## src/rtl/lifo_memory_responder_pkg.sv

```systemverilog
// -----------------------------------------------------------------------------
// lifo_memory_responder_pkg
// Shared definitions for the LIFO memory responder slice:
//   - clear_state_e : clear-sequencer FSM encoding (CLEAR = 1'b0, READY = 1'b1)
//   - clog2_min1    : ceiling log2 used to size address/index fields. It never
//                     returns less than 1 so that a one-entry memory still gets
//                     a legal one-bit address.
// -----------------------------------------------------------------------------
package lifo_memory_responder_pkg;

  typedef enum logic {
    CLEAR = 1'b0,
    READY = 1'b1
  } clear_state_e;

  function automatic int clog2_min1(input int value);
    int width;
    width = 32'sd1;
    while ((32'sd1 <<< width) < value) begin
      width = width + 32'sd1;
    end
    return width;
  endfunction

endpackage

```

## src/rtl/lifo_memory_responder_if.sv

```systemverilog
// -----------------------------------------------------------------------------
// lifo_memory_responder_if
// Memory bus between the stack/queue controller (master) and the storage
// responder (slave).
//   write_enable / write_address / write_data : write port (master -> slave)
//   read_enable  / read_address               : read request (master -> slave)
//   read_data / read_valid                    : read response (slave -> master)
//   access_error                              : one-cycle error pulse
//   ready                                     : clear sequence finished
// Parameters: WIDTH (data bits), ADDR_W (address bits).
// -----------------------------------------------------------------------------
interface lifo_memory_responder_if #(
  parameter int WIDTH  = 8,
  parameter int ADDR_W = 2
);

  logic              ready;
  logic              write_enable;
  logic [ADDR_W-1:0] write_address;
  logic [WIDTH-1:0]  write_data;
  logic              read_enable;
  logic [ADDR_W-1:0] read_address;
  logic [WIDTH-1:0]  read_data;
  logic              read_valid;
  logic              access_error;

  modport master (
    output write_enable, write_address, write_data,
    output read_enable, read_address,
    input  ready, read_data, read_valid, access_error
  );

  modport slave (
    input  write_enable, write_address, write_data,
    input  read_enable, read_address,
    output ready, read_data, read_valid, access_error
  );

endinterface

```

## src/rtl/lifo_memory_responder_clear_sequencer.sv

```systemverilog
// -----------------------------------------------------------------------------
// memory_clear_sequencer
// After reset release, walks every entry of the array once (one entry per
// clock) so the parent can write the initial value, then parks in READY until
// the next reset. An asynchronous reset at any point restarts from entry 0.
// Ports:
//   clock                : memory clock
//   resetn               : asynchronous active-low reset
//   clear_write_enable_o : high while the sequence owns the write port
//   clear_address_o      : entry being initialised this cycle
//   ready_o              : high once every entry has been written
// Parameters: DEPTH (entries), ADDR_W (index width).
// -----------------------------------------------------------------------------
module memory_clear_sequencer
  import lifo_memory_responder_pkg::*;
#(
  parameter int DEPTH  = 4,
  parameter int ADDR_W = 2
) (
  input  logic              clock,
  input  logic              resetn,
  output logic              clear_write_enable_o,
  output logic [ADDR_W-1:0] clear_address_o,
  output logic              ready_o
);

  localparam logic [ADDR_W-1:0] LAST_ADDR = ADDR_W'(DEPTH - 32'sd1);

  clear_state_e      state_q, state_d;
  logic [ADDR_W-1:0] count_q, count_d;

  // State and clear-counter registers
  always_ff @(posedge clock or negedge resetn) begin
    if (!resetn) begin
      state_q <= CLEAR;
      count_q <= '0;
    end else begin
      state_q <= state_d;
      count_q <= count_d;
    end
  end

  // Next-state logic: one entry per cycle, READY after the last entry
  always_comb begin
    state_d              = state_q;
    count_d              = count_q;
    clear_write_enable_o = 1'b0;
    case (state_q)
      CLEAR: begin
        clear_write_enable_o = 1'b1;
        if (count_q == LAST_ADDR) begin
          state_d = READY;
          count_d = '0;
        end else begin
          count_d = count_q + ADDR_W'(1);
        end
      end
      READY: begin
        state_d = READY;
      end
      default: begin
        state_d = CLEAR;
        count_d = '0;
      end
    endcase
  end

  assign clear_address_o = count_q;
  assign ready_o         = (state_q == READY);

endmodule

```

## src/rtl/lifo_memory_responder.sv

```systemverilog
// -----------------------------------------------------------------------------
// lifo_memory_responder
// Storage array on the responder side of the stack/queue controller memory
// bus. Holds DEPTH words of WIDTH bits, initialises every entry to INIT_VALUE
// after reset, then serves one write and one read per cycle.
// Ports:
//   clock  : memory clock (controller's memory_clock)
//   resetn : asynchronous active-low reset
//   bus_if : slave side of lifo_memory_responder_if (write port, read port,
//            read_data/read_valid, access_error, ready)
// Parameters:
//   WIDTH, DEPTH (need not be a power of two), DEPTH_LOG2 (address width),
//   REGISTERED_READ (0 = combinational read, 1 = one-cycle registered read),
//   INIT_VALUE (word written to every entry by the clear sequence).
// Build option:
//   LIFO_MEMORY_RESPONDER_WRITE_FORWARDING_EN - when defined, a read that hits
//   the address being written in the same cycle returns the new write data
//   instead of the old contents.
// -----------------------------------------------------------------------------
module lifo_memory_responder
  import lifo_memory_responder_pkg::*;
#(
  parameter int               WIDTH           = 8,
  parameter int               DEPTH           = 4,
  parameter int               DEPTH_LOG2      = clog2_min1(DEPTH),
  parameter int               REGISTERED_READ = 0,
  parameter logic [WIDTH-1:0] INIT_VALUE      = '0
) (
  input logic                    clock,
  input logic                    resetn,
  lifo_memory_responder_if.slave bus_if
);

  // Index width actually needed for the array; the bus address may be wider.
  localparam int IDX_W = clog2_min1(DEPTH);
  // Depth widened by one bit so the range check works for power-of-two depths.
  localparam logic [DEPTH_LOG2:0] DEPTH_W = (DEPTH_LOG2 + 1)'(DEPTH);

`ifdef LIFO_MEMORY_RESPONDER_WRITE_FORWARDING_EN
  localparam bit FWD_EN = 1'b1;
`else
  localparam bit FWD_EN = 1'b0;
`endif

  logic [WIDTH-1:0]      mem_q [DEPTH];

  logic                  ready_s;
  logic                  clear_we_s;
  logic [IDX_W-1:0]      clear_addr_s;

  logic [DEPTH_LOG2-1:0] wr_addr_s;
  logic [DEPTH_LOG2-1:0] rd_addr_s;
  logic [IDX_W-1:0]      wr_idx_s;
  logic [IDX_W-1:0]      rd_idx_s;
  logic                  wr_in_range_s;
  logic                  rd_in_range_s;
  logic                  wr_ok_s;
  logic                  rd_ok_s;
  logic                  fwd_hit_s;
  logic [WIDTH-1:0]      rd_word_s;
  logic                  error_d;
  logic                  error_q;

  memory_clear_sequencer #(
    .DEPTH  (DEPTH),
    .ADDR_W (IDX_W)
  ) u_clear_seq (
    .clock                (clock),
    .resetn               (resetn),
    .clear_write_enable_o (clear_we_s),
    .clear_address_o      (clear_addr_s),
    .ready_o              (ready_s)
  );

  assign wr_addr_s = bus_if.write_address;
  assign rd_addr_s = bus_if.read_address;
  // Truncation is lossless whenever the address is in range, which is the
  // only time the index is used.
  assign wr_idx_s  = IDX_W'(wr_addr_s);
  assign rd_idx_s  = IDX_W'(rd_addr_s);

  // Access decode: range check, readiness gating, forwarding and error cause
  always_comb begin
    wr_in_range_s = ({1'b0, wr_addr_s} < DEPTH_W);
    rd_in_range_s = ({1'b0, rd_addr_s} < DEPTH_W);
    wr_ok_s       = ready_s & bus_if.write_enable & wr_in_range_s;
    rd_ok_s       = ready_s & bus_if.read_enable & rd_in_range_s;
    fwd_hit_s     = FWD_EN & wr_ok_s & rd_ok_s & (rd_addr_s == wr_addr_s);
    if (fwd_hit_s) begin
      rd_word_s = bus_if.write_data;
    end else begin
      rd_word_s = mem_q[rd_idx_s];
    end
    // Write and read faults in one cycle collapse into a single pulse.
    error_d = (~ready_s & (bus_if.write_enable | bus_if.read_enable))
            | (bus_if.write_enable & ~wr_in_range_s)
            | (bus_if.read_enable & ~rd_in_range_s);
  end

  // Array write port: clear sequence owns it until ready, then user writes
  always_ff @(posedge clock) begin
    if (clear_we_s) begin
      mem_q[clear_addr_s] <= INIT_VALUE;
    end else if (wr_ok_s) begin
      mem_q[wr_idx_s] <= bus_if.write_data;
    end
  end

  // Access-error register: pulses the cycle after the offending access
  always_ff @(posedge clock or negedge resetn) begin
    if (!resetn) begin
      error_q <= 1'b0;
    end else begin
      error_q <= error_d;
    end
  end

  generate
    if (REGISTERED_READ != 32'sd0) begin : g_reg_read
      logic [WIDTH-1:0] read_data_q;
      logic             read_valid_q;

      // Registered read: data captured on a read strobe, held otherwise
      always_ff @(posedge clock or negedge resetn) begin
        if (!resetn) begin
          read_data_q  <= '0;
          read_valid_q <= 1'b0;
        end else if (bus_if.read_enable) begin
          read_valid_q <= rd_ok_s;
          read_data_q  <= rd_ok_s ? rd_word_s : '0;
        end else begin
          read_valid_q <= 1'b0;
        end
      end

      assign bus_if.read_data  = read_data_q;
      assign bus_if.read_valid = read_valid_q;
    end else begin : g_comb_read
      assign bus_if.read_data  = rd_ok_s ? rd_word_s : '0;
      assign bus_if.read_valid = rd_ok_s;
    end
  endgenerate

  assign bus_if.ready        = ready_s;
  assign bus_if.access_error = error_q;

endmodule

```

## src/flat_wrapper.sv

```systemverilog
// flat-port wrapper written by rule: the top's interface ports become plain ports
module lifo_memory_responder_flat import lifo_memory_responder_pkg::*;
#(
  parameter int               WIDTH           = 8,
  parameter int               DEPTH           = 4,
  parameter int               DEPTH_LOG2      = clog2_min1(DEPTH),
  parameter int               REGISTERED_READ = 0,
  parameter logic [WIDTH-1:0] INIT_VALUE      = '0
)
  (clock, resetn, bus_if_write_enable, bus_if_write_address, bus_if_write_data, bus_if_read_enable, bus_if_read_address, bus_if_ready, bus_if_read_data, bus_if_read_valid, bus_if_access_error);
  lifo_memory_responder_if #(.WIDTH(WIDTH), .ADDR_W((3))) bus_if_i ();
  input logic clock;
  input logic resetn;
  input wire logic [$bits(bus_if_i.write_enable)-1:0] bus_if_write_enable;
  input wire logic [$bits(bus_if_i.write_address)-1:0] bus_if_write_address;
  input wire logic [$bits(bus_if_i.write_data)-1:0] bus_if_write_data;
  input wire logic [$bits(bus_if_i.read_enable)-1:0] bus_if_read_enable;
  input wire logic [$bits(bus_if_i.read_address)-1:0] bus_if_read_address;
  output wire logic [$bits(bus_if_i.ready)-1:0] bus_if_ready;
  output wire logic [$bits(bus_if_i.read_data)-1:0] bus_if_read_data;
  output wire logic [$bits(bus_if_i.read_valid)-1:0] bus_if_read_valid;
  output wire logic [$bits(bus_if_i.access_error)-1:0] bus_if_access_error;
  assign bus_if_i.write_enable = bus_if_write_enable;
  assign bus_if_i.write_address = bus_if_write_address;
  assign bus_if_i.write_data = bus_if_write_data;
  assign bus_if_i.read_enable = bus_if_read_enable;
  assign bus_if_i.read_address = bus_if_read_address;
  assign bus_if_ready = bus_if_i.ready;
  assign bus_if_read_data = bus_if_i.read_data;
  assign bus_if_read_valid = bus_if_i.read_valid;
  assign bus_if_access_error = bus_if_i.access_error;
  lifo_memory_responder #(.WIDTH(WIDTH), .DEPTH(DEPTH), .DEPTH_LOG2(DEPTH_LOG2), .REGISTERED_READ(REGISTERED_READ), .INIT_VALUE(INIT_VALUE)) u_core (.clock(clock), .resetn(resetn), .bus_if(bus_if_i));
endmodule
```

## config.mk

```make
export PLATFORM = sky130hd
export DESIGN_NAME = lifo_memory_responder_flat
export DESIGN_NICKNAME = d
export VERILOG_FILES = /design/src/rtl/lifo_memory_responder_pkg.sv /design/src/rtl/lifo_memory_responder_if.sv /design/src/rtl/lifo_memory_responder_clear_sequencer.sv /design/src/rtl/lifo_memory_responder.sv /design/src/flat_wrapper.sv
export SDC_FILE = /design/constraint.sdc
export NUM_CORES = 1
export LEC_CHECK = 0
export CORE_UTILIZATION = 25
export CTS_CLUSTER_SIZE = 28
export DETAILED_ROUTE_END_ITERATION = 16
export DONT_BUFFER_PORTS = 1
export PLACE_DENSITY = 0.37
export SYNTH_ARGS = -nofsm -noshare
export SYNTH_HDL_FRONTEND = slang
export SYNTH_HIERARCHICAL = 1
export SYNTH_SLANG_ARGS = --single-unit
```

## constraint.sdc

```tcl
create_clock -name clock -period 2.1 [get_ports clock]
set_input_delay 0.525 -clock clock [delete_from_list [all_inputs] [get_ports clock]]
set_output_delay 0.525 -clock clock [all_outputs]
set_load 0.1 [all_outputs]
```

==> metrics.yaml, run 1 <==
power.switching_mw: 0.373
cts.sink_count: 36
drive_gt1_frac: 0.325
yosysTopAreaCellShare: 0.636
synth_edf_count: 32
max_slew_margin: 0.811
p_int_mw: 1.23
drtPass1Iterations: 4
setup_violations: 0
cts_buffers: 5
power.share.switching: 0.233
setup_tns_ns: 0
fin_util: 0.362
p_clk_frac: 0.370
startpoint: "u_core/u_clear_seq/ready_o$_DFF_PN0_"
root_buffer: "clkbuf_8"
worst_pin_slew_ns: 0.275
fin_area_um2: 2050
p_seq_frac: 0.498
routedWlPerCell_um: 15.6
antenna_found_initial: 0
area_delta_synth_final_pct: 36.0
fin_total_pwr_mw: 1.60
cap_violations: 0
hpwl_um: 2010
cts_tree: "built"
drtIter0Drc: 43
dp.cells: 180
path_max_fanout: 8
cpLargestDelayFamily: "flip-flops"
ys_seq_elements: 36
slew_viol_final: 0
fmax_mhz: 497
fin_skew_ns: 0.00360
gp_congestion: 0.660
wl_um: 2950
synth_top_flop_cell: "edfxtp_1"
grt_first_pass_wirelength_um: 4590
syn_nets: 112
synth_cells: 93
grt_pass1_vias: 878
io_pins: 29
syn_avg_cell_area_um2: 16.2
numPortBuffers: 0
synth_area_leaders: "edfxtp_1 64%, mux2i_1 11%, dfrtp_1 6.6%"
vias: 856
cp_num_buf_inv: 2
cts_buffer_depth: 2
synth-seq-area-share: 0.703
ir_drop_v: 0.000327
cp_cell_sequence: "nand3_2 > buf_4 > o22ai_4 > buf_12"
htree_levels: 2
grt.total_usage: 0.104
worst-path-stages: 4
critPathLaunchType: "register"
worstPathArrival_ns: 1.49
cts_resized: 0
yosysMostFrequentCell: "edfxtp_1"
rsz0062_at_grt: "false"
initial_core_util: 0.266
crit_path_end_kind: "output port"
rows: 27
die_w_um: 79.7
place_area_um2: 1940
cp-endpoint: "bus_if_read_data[7]"
final.min_clock_period_ns: 2.01
status: "finished clean"
yosysUniqueCellTypes: 20
drc_errors: 0
yosys_warnings: 6
max_stage_delay_ns: 0.52
synthTopCellsByCount: "32 x edfxtp_1, 16 x mux2i_1, 10 x o22ai_1"
final_cells: 189
crit_type: "register to output port"
coreArea_um2: 5680
finalNetCount: 135
antenna_left: 0
synthArstFlopShare: 0.111
n_antenna_cell: 0
worstSkewPairLatency_ns: 0.28
die_area_um2: 6360
die_h_um: 79.7
ff2ff_path_depth: 4
via_per_inst: 4.53
min_period_over_period: 0.958
clkTransAtPathRegs_ns: 0.07
grt_overflow: 0
worst_hold_path_type: "input port to register"
rr_endpoint: "u_core/mem_q[0][6]$_DFFE_PP_"
power.leakage_nw: 0.766
rr_startpoint: "u_core/u_clear_seq/ready_o$_DFF_PN0_"
cp_data_required_time_ns: 1.57
combinationalPowerShare: 0.131
slowest_stage: "dfrtp_4"
syn-cell-area_um2: 1510
hold_viol_final: 0
grt_max_degree: 17
powerDensity_nw_per_um2: 778
yosys.area.top_type: "edfxtp_1"
r2r_setup_slack_ns: 0.53
-- flip-flops by register name (all words and copies together), names as in the netlist --
name / flops
u_core/u_clear_seq/clear_address_o: 2
u_core/mem_q: 32
u_core/bus_if.access_error: 1
u_core/u_clear_seq/ready_o: 1
-- cells in the final DEF (no fill, tap or decap) --
master         netlist  final
clkinv_2             0      1
dfrtp_1              4      3
nand3_2              0      1
clkbuf_8             0      5
nor2b_1              1      1
nand2_1              2      2
bufinv_16            0      1
or2_4                1      1
edfxtp_1            32     32
dfrtp_4              0      1
o22ai_4              0      8
clkbuf_1             0      1
o21ai_2              1      1
a32o_1               2      2
ha_1                 1      1
nand4b_1             1      1
mux2i_1             16     16
buf_4                0      8
buf_12               1     10
mux2_2               1      1
o22ai_1             10      2
inv_1                4      4
and3b_1              1      1
dlygate4sd3_1        0      1
nor2_1               2      2
and2_1               9      9
nand3b_1             1      1
-- stage by stage --
step,hold slack [ns],setup slack [ns]
2_1_floorplan,0.229,-0.422
3_3_place_gp,0.230,0.268
3_5_place_dp,0.230,0.264
4_1_cts,0.370,0.0618
5_1_grt,0.377,0.0413
6_report,0.372,0.0875
-- power by group through the flow --
| stage | Clock (mW) | Sequential [mW] | Combinational, mW |
|---|---|---|---|
| 6_report | 0.592 | 0.797 | 0.210 |
| 5_1_grt | 0.629 | 0.798 | 0.219 |
| 4_1_cts | 0.606 | 0.797 | 0.213 |
| 3_5_place_dp | 0 | 0.813 | 0.210 |
| 3_3_place_gp | 0 | 0.813 | 0.209 |
| 2_1_floorplan | 0 | 0.812 | 0.154 |
-- per-layer routing --
layer	vias up	track usage	wire, µm
met4	0	0.0491	53
met1	419	0.120	1280
met2	25	0.171	1460
li1	406	-	-
met5	-	0	0
met3	6	0.0366	153
-- logic make-up after synthesis --
| kind of cell | after synthesis | share of synthesized area |
|---|---|---|
| mux | 17 | 0.114 |
| buf+inv | 7 | 0.0381 |
| fa+ha+maj | 1 | 0.00828 |
| simple gates | 19 | 0.0771 |
| flops | 36 | 0.703 |
| compound gates | 13 | 0.0605 |
-- area by class of cell --
| type | instances | area (µm²) |
|---|---|---|
| fill | 557 | 3620 |
| sequential | 36 | 1060 |
| clock buffer | 6 | 72.6 |
| multi-input combinational | 50 | 507 |
| clock inverter | 2 | 35.0 |
| tap | 72 | 90.1 |
| timing repair buffer | 19 | 270 |
| inverter | 4 | 15.0 |
-- worst min-delay path by stage --
stage                     cells past startpoint  slack, ns                                                end               start
after floorplan                               0       0.23               u_core/bus_if.access_error$_DFF_PN0_              resetn
after CTS                                     2       0.37               u_core/bus_if.access_error$_DFF_PN0_  bus_if_read_enable
final                                         2       0.37               u_core/bus_if.access_error$_DFF_PN0_  bus_if_read_enable
after global placement                        0       0.23  u_core/u_clear_seq/clear_address_o[1]$_DFFE_PN0N_              resetn
after global routing                          2       0.38               u_core/bus_if.access_error$_DFF_PN0_  bus_if_read_enable
after detailed placement                      0       0.23  u_core/u_clear_seq/clear_address_o[1]$_DFFE_PN0N_              resetn
-- timing repair --
item | in CTS | in global routing
endpoints found under the hold margin | 4 | 0
hold buffers | 1 | 0
buffers inserted | 0 | 0
Note: power is estimated with default switching activity, not from simulation.
==> inputs of run 2 (changes only) <==
--- a/config.mk
+++ b/config.mk
@@ -5,11 +5,11 @@
 export SDC_FILE = /design/constraint.sdc
 export NUM_CORES = 1
 export LEC_CHECK = 0
-export CORE_UTILIZATION = 25
+export CORE_UTILIZATION = 31
 export CTS_CLUSTER_SIZE = 28
 export DETAILED_ROUTE_END_ITERATION = 16
 export DONT_BUFFER_PORTS = 1
-export PLACE_DENSITY = 0.37
+export PLACE_DENSITY = 0.44
 export SYNTH_ARGS = -nofsm -noshare
 export SYNTH_HDL_FRONTEND = slang
 export SYNTH_HIERARCHICAL = 1
==> run 2 against run 1 <==
Against the previous run: total power down 10%; combinational power decreased by 2%; hold slack better by 0.038 ns; utilization up 6.1 points; sequential share of layout area up 1.9 points; wire length is 7.9% lower; final cell count is 9.5% lower; global-route usage grew 1.6 points; first-iteration DRC count decreased by 60%; clock skew grew 0.00072 ns; clock-buffer cell count fell by 1.
==> metrics.yaml, run 2 (synthesized netlist as in run 1, its figures left out) <==
worst_hold_path_type: "input port to register"  # unchanged
fin_total_pwr_mw: 1.43  # was 1.60 mW
io_pins: 29  # unchanged
worstSkewPairLatency_ns: 0.28  # about the same
max_slew_margin: 0.793  # was 0.811
grt_overflow: 0  # unchanged
drc_errors: 0  # unchanged
cts_buffers: 5  # unchanged
cap_violations: 0  # unchanged
initial_core_util: 0.322  # was 0.266
regMostFlops: "u_core/mem_q"  # unchanged
final_cells: 171  # was 189
min_period_over_period: 0.954  # was 0.958
final.min_clock_period_ns: 2.00  # was 2.01 ns
slew_viol_final: 0  # unchanged
cp-endpoint: "bus_if_read_data[6]"  # was bus_if_read_data[7]
grt_pass1_vias: 893  # was 878
fin_ws_ns: 0.0967  # was 0.0875 ns
antenna_left: 0  # unchanged
rr_endpoint: "u_core/mem_q[0][4]$_DFFE_PP_"  # was u_core/mem_q[0][6]$_DFFE_PP_
via_per_inst: 5.01  # was 4.53
ff2ff_path_depth: 4  # unchanged
grt_max_degree: 17  # unchanged
r2r_setup_slack_ns: 0.55  # was 0.53 ns
power.share.switching: 0.240  # was 0.233
fmax_mhz: 499  # was 497 MHz
final_cell_mix: "32 x edfxtp_1, 16 x mux2i_1, 11 x buf_4"  # was 32 x edfxtp_1, 16 x mux2i_1, 10 x buf_12
area_delta_synth_final_pct: 31.3  # was 36.0%
vias: 856  # unchanged
setup_violations: 0  # unchanged
coreArea_um2: 4690  # was 5680 µm²
grt.total_usage: 0.120  # was 0.104
final_common_cell: "edfxtp_1"  # unchanged
setup_tns_ns: 0  # unchanged
powerDensity_nw_per_um2: 723  # was 778 nW/µm²
power.switching_mw: 0.343  # was 0.373 mW
drive_gt1_frac: 0.316  # was 0.325
combinationalPowerShare: 0.143  # was 0.131
power.leakage_nw: 0.749  # was 0.766 nW
fin_area_um2: 1980  # was 2050 µm²
rows: 25  # was 27
cp_data_required_time_ns: 1.57  # about the same
dp.cells: 163  # was 180
hold_viol_final: 0  # unchanged
post-place-ws_ns: 0.273  # was 0.264 ns
hpwl_um: 1860  # was 2010 µm
critPathLaunchType: "register"  # unchanged
die_h_um: 71.8  # was 79.7 µm
root_buffer: "clkbuf_8"  # unchanged
startpoint: "u_core/u_clear_seq/ready_o$_DFF_PN0_"  # unchanged
antenna_found_initial: 0  # unchanged
worstPathArrival_ns: 1.48  # was 1.49 ns
max_stage_delay_ns: 0.52  # about the same
cts_resized: 0  # unchanged
p_int_mw: 1.09  # was 1.23 mW
fin_util: 0.423  # was 0.362
p_clk_frac: 0.300  # was 0.370
cp_cell_sequence: "nand3b_1 > buf_4 > o22ai_4 > buf_12"  # was nand3_2 > buf_4 > o22ai_4 > buf_12
crit_path_end_kind: "output port"  # unchanged
die_w_um: 71.8  # was 79.7 µm
clkTransAtPathRegs_ns: 0.06  # was 0.07 ns
cts.sink_count: 36  # unchanged
drtPass1Iterations: 2  # was 4
cts_buffer_depth: 2  # unchanged
ir_drop_v: 0.000367  # was 0.000327 V
wl_um: 2720  # was 2950 µm
p_seq_frac: 0.556  # was 0.498
path_max_fanout: 8  # unchanged
slowest_stage: "dfrtp_4"  # unchanged
rr_startpoint: "u_core/u_clear_seq/ready_o$_DFF_PN0_"  # unchanged
crit_type: "register to output port"  # unchanged
grt_first_pass_wirelength_um: 4350  # was 4590 µm
gp_congestion: 0.722  # was 0.660
status: "finished clean"  # unchanged
place_area_um2: 1900  # was 1940 µm²
rsz0062_at_grt: "false"  # unchanged
fin_skew_ns: 0.00431  # was 0.00360 ns
routedWlPerCell_um: 15.9  # was 15.6 µm
numPortBuffers: 0  # unchanged
n_antenna_cell: 0  # unchanged
cts_tree: "built"  # unchanged
worst_pin_slew_ns: 0.311  # was 0.275 ns
whs_ns: 0.410  # was 0.372 ns
htree_levels: 2  # unchanged
drtIter0Drc: 17  # was 43
finalNetCount: 136  # was 135
die_area_um2: 5150  # was 6360 µm²
largest_register_ffs: 32  # unchanged
[run 2: worst min path at each step]
stage | cells after the start | start | endpoint
6_report | 2 | bus_if_read_enable | u_core/bus_if.access_error$_DFF_PN0_
5_1_grt | 2 | bus_if_read_enable | u_core/bus_if.access_error$_DFF_PN0_
4_1_cts | 2 | bus_if_read_enable | u_core/bus_if.access_error$_DFF_PN0_
3_5_place_dp | 0 | resetn | u_core/bus_if.access_error$_DFF_PN0_
3_3_place_gp | 0 | resetn | u_core/bus_if.access_error$_DFF_PN0_
2_1_floorplan | 0 | resetn | u_core/bus_if.access_error$_DFF_PN0_
[run 2: cell type report]
cell class,count,area (µm²)
clock buffer,5,68.8
clock inverter,2,7.51
fill,436,2710
inverter,4,15.0
multi-input combinational,50,507
sequential,36,1060
tap,54,67.6
timing repair buffer,20,253
[run 2: power groups by stage]
stage / registers (mW) / logic, mW / clock network [mW]
after detailed placement: 0.813 / 0.206 / 0
after global routing: 0.798 / 0.216 / 0.477
after CTS: 0.797 / 0.209 / 0.443
after global placement: 0.812 / 0.205 / 0
final: 0.798 / 0.206 / 0.430
after floorplan: 0.812 / 0.154 / 0
[run 2: timing repair]
action,CTS,global route
hold endpoints to repair,4,0
hold buffers,1,0
buffers inserted,0,0
[run 2: routing by layer]
layer / track usage / wire, µm / share of wire
met1: 0.149 / 1250 / 0.46
met2: 0.183 / 1270 / 0.47
met3: 0.0534 / 162 / 0.060
met4: 0.0458 / 36 / 0.013
met5: 0 / 0 / 0
[run 2: worst max-delay path: cells and delay by family (launching register included)]
kind	cells	cell delay, ns
DFF	1	0.52
buffers and inverters	2	0.45
AOI/OAI and AO/OA	1	0.12
and+or+nand+nor	1	0.10
==> inputs of run 3 (changes only) <==
--- a/config.mk
+++ b/config.mk
@@ -9,7 +9,7 @@
 export CTS_CLUSTER_SIZE = 28
 export DETAILED_ROUTE_END_ITERATION = 16
 export DONT_BUFFER_PORTS = 1
-export PLACE_DENSITY = 0.44
+export PLACE_DENSITY = 0.45
 export SYNTH_ARGS = -nofsm -noshare
 export SYNTH_HDL_FRONTEND = slang
 export SYNTH_HIERARCHICAL = 1
==> constraint.sdc (replaced) <==
create_clock -name clock -period 1.71 [get_ports clock]
set_input_delay 0.4275 -clock clock [delete_from_list [all_inputs] [get_ports clock]]
set_output_delay 0.4275 -clock clock [all_outputs]
set_load 0.1 [all_outputs]
==> run 3 against run 2 <==
Against the previous run: the run now ends with negative setup slack left; clock skew is essentially flat; largest power group unchanged; largest cell class unchanged; final cell count rose by 0.58%; sequential power increased by 23%.
==> metrics.yaml, run 3 (synthesized netlist as in run 1, its figures left out) <==
status: "finished with violations"  # was finished clean
violations: "negative setup slack"
numPortBuffers: 0  # unchanged
slowest_stage: "dfrtp_4"  # unchanged
cts_buffers: 5  # unchanged
power.share.switching: 0.236  # was 0.240
drtIter0Drc: 33  # was 17
regMostFlops: "u_core/mem_q"  # unchanged
antenna_found_initial: 0  # unchanged
cts.sink_count: 36  # unchanged
multi_input_area_um2: 527  # was 507 µm²
worst_hold_path_type: "input port to register"  # unchanged
critPathLaunchType: "register"  # unchanged
hold_viol_final: 0  # unchanged
rows: 25  # unchanged
worstPathArrival_ns: 1.37  # was 1.48 ns
gp_congestion: 0.647  # was 0.722
vias: 842  # was 856
final_cells: 172  # was 171
grt_first_pass_wirelength_um: 4730  # was 4350 µm
final_common_cell: "edfxtp_1"  # unchanged
die_h_um: 71.8  # unchanged
crit_type: "register to output port"  # unchanged
wl_um: 2850  # was 2720 µm
min_period_over_period: 1.05
hpwl_um: 1990  # was 1860 µm
drc_errors: 0  # unchanged
fin_skew_ns: 0.00418  # was 0.00431 ns
ir_drop_v: 0.000398  # was 0.000367 V
path_max_fanout: 8  # unchanged
crit_path_end_kind: "output port"  # unchanged
cp_data_required_time_ns: 1.28  # was 1.57 ns
p_clk_frac: 0.303  # was 0.300
grt_overflow: 0  # unchanged
io_pins: 29  # unchanged
initial_core_util: 0.322  # unchanged
power.switching_mw: 0.423  # was 0.343 mW
combinationalPowerShare: 0.150  # was 0.143
grt_max_degree: 17  # unchanged
cp_cell_sequence: "nand3b_1 > buf_12 > o22ai_4 > buf_12"  # was nand3b_1 > buf_4 > o22ai_4 > buf_12
largest_register_ffs: 32  # unchanged
ff_latch_area_um2: 1060  # unchanged
max_stage_delay_ns: 0.42  # was 0.52 ns
clkTransAtPathRegs_ns: 0.06  # about the same
max_slew_margin: 0.811  # was 0.793
final.min_clock_period_ns: 1.80
grt_pass1_vias: 949  # was 893
cp_num_buf_inv: 2  # unchanged
whs_ns: 0.280  # was 0.410 ns
worst_pin_slew_ns: 0.276  # was 0.311 ns
antenna_left: 0  # unchanged
post-place-ws_ns: 0.0915  # was 0.273 ns
htree_levels: 2  # unchanged
slew_viol_final: 0  # unchanged
cts_buffer_depth: 2  # unchanged
fin_util: 0.442  # was 0.423
dp.cells: 161  # was 163
root_buffer: "clkbuf_8"  # unchanged
fin_ws_ns: -0.0865  # was 0.0967 ns
routedWlPerCell_um: 16.6  # was 15.9 µm
die_area_um2: 5150  # unchanged
die_w_um: 71.8  # unchanged
cts_tree: "built"  # unchanged
crit_top_cell: "buf_12"
fmax_mhz: 557
cap_violations: 0  # unchanged
rsz0062_at_grt: "true"  # was false
finalNetCount: 136  # unchanged
setup_violations: 9  # was 0
powerDensity_nw_per_um2: 864  # was 723 nW/µm²
n_fill_cell: 428  # was 436
worstSkewPairLatency_ns: 0.27  # was 0.28 ns
power.leakage_nw: 0.790  # was 0.749 nW
n_antenna_cell: 0  # unchanged
coreArea_um2: 4690  # unchanged
drive_gt1_frac: 0.373  # was 0.316
p_int_mw: 1.37  # was 1.09 mW
place_area_um2: 1960  # was 1900 µm²
p_seq_frac: 0.547  # was 0.556
area_delta_synth_final_pct: 37.4  # was 31.3%
final_cell_mix: "32 x edfxtp_1, 16 x mux2i_1, 13 x buf_12"  # was 32 x edfxtp_1, 16 x mux2i_1, 11 x buf_4
via_per_inst: 4.90  # was 5.01
grt.total_usage: 0.130  # was 0.120
fin_area_um2: 2070  # was 1980 µm²
cpLargestDelayFamily: "flip-flops"  # unchanged
drtPass1Iterations: 4  # was 2
[run 3: per-layer routing]
layer | wire length, µm | global-route usage | vias to the layer above
met5 | 0 | 0 | -
met4 | 25 | 0.0588 | 0
met1 | 1180 | 0.144 | 413
met3 | 145 | 0.0366 | 2
li1 | - | - | 405
met2 | 1490 | 0.230 | 22
[run 3: worst reg2reg max path, stage by stage, from the launching register on]
cell and delay [ns]:
dfrtp_4 0.49, buf_4 0.14, buf_6 0.11, inv_1 0.08
and3b_1 0.22, a32o_2 0.37
[run 3: path summary, 6_finish.rpt]
check | from | endpoint | slack [ns] | cells after the start
min | bus_if_read_enable | u_core/bus_if.access_error$_DFF_PN0_ | 0.28 | 2
min reg2reg | u_core/u_clear_seq/clear_address_o[0]$_DFFE_PN0N_ | u_core/u_clear_seq/clear_address_o[0]$_DFFE_PN0N_ | 0.59 | 1
max reg2reg | u_core/u_clear_seq/ready_o$_DFF_PN0_ | u_core/mem_q[2][0]$_DFFE_PP_ | 0.03 | 5
max in group asynchronous | resetn | u_core/u_clear_seq/ready_o$_DFF_PN0_ | 1.10 | 1
max | u_core/u_clear_seq/ready_o$_DFF_PN0_ | bus_if_read_data[6] | -0.09 | 4
min in group asynchronous | resetn | u_core/u_clear_seq/clear_address_o[0]$_DFFE_PN0N_ | 0.42 | 1
[run 3: what timing repair did]
item                                    4_1_cts  5_1_grt
setup buffers                                 1        1
hold buffers                                  1        0
gates resized for setup                       0        3
endpoints found under the setup margin        8        9
pin swaps                                     9        0
hold endpoints to repair                      4        0
[run 3: layout make-up]
cell class / count / share of cell area
clock buffer: 7 / 0.0368
clock inverter: 1 / 0.00241
sequential: 36 / 0.513
inverter: 4 / 0.00724
timing repair buffer: 20 / 0.154
multi-input combinational: 50 / 0.254
tap: 54 / 0.0326
[run 3: power groups by stage]
stage | registers [mW] | logic [mW] | clock network [mW]
3_3_place_gp | 0.998 | 0.268 | 0
3_5_place_dp | 0.999 | 0.270 | 0
4_1_cts | 0.980 | 0.273 | 0.559
2_1_floorplan | 0.997 | 0.191 | 0
5_1_grt | 0.980 | 0.282 | 0.603
6_report | 0.980 | 0.269 | 0.543
[run 3: metrics by stage]
step | power, mW | setup TNS [ns]
2_1_floorplan | 1.19 | -5.52
3_3_place_gp | 1.27 | 0
3_5_place_dp | 1.27 | 0
4_1_cts | 1.81 | -0.596
5_1_grt | 1.86 | -2.06
6_report | 1.79 | -0.480
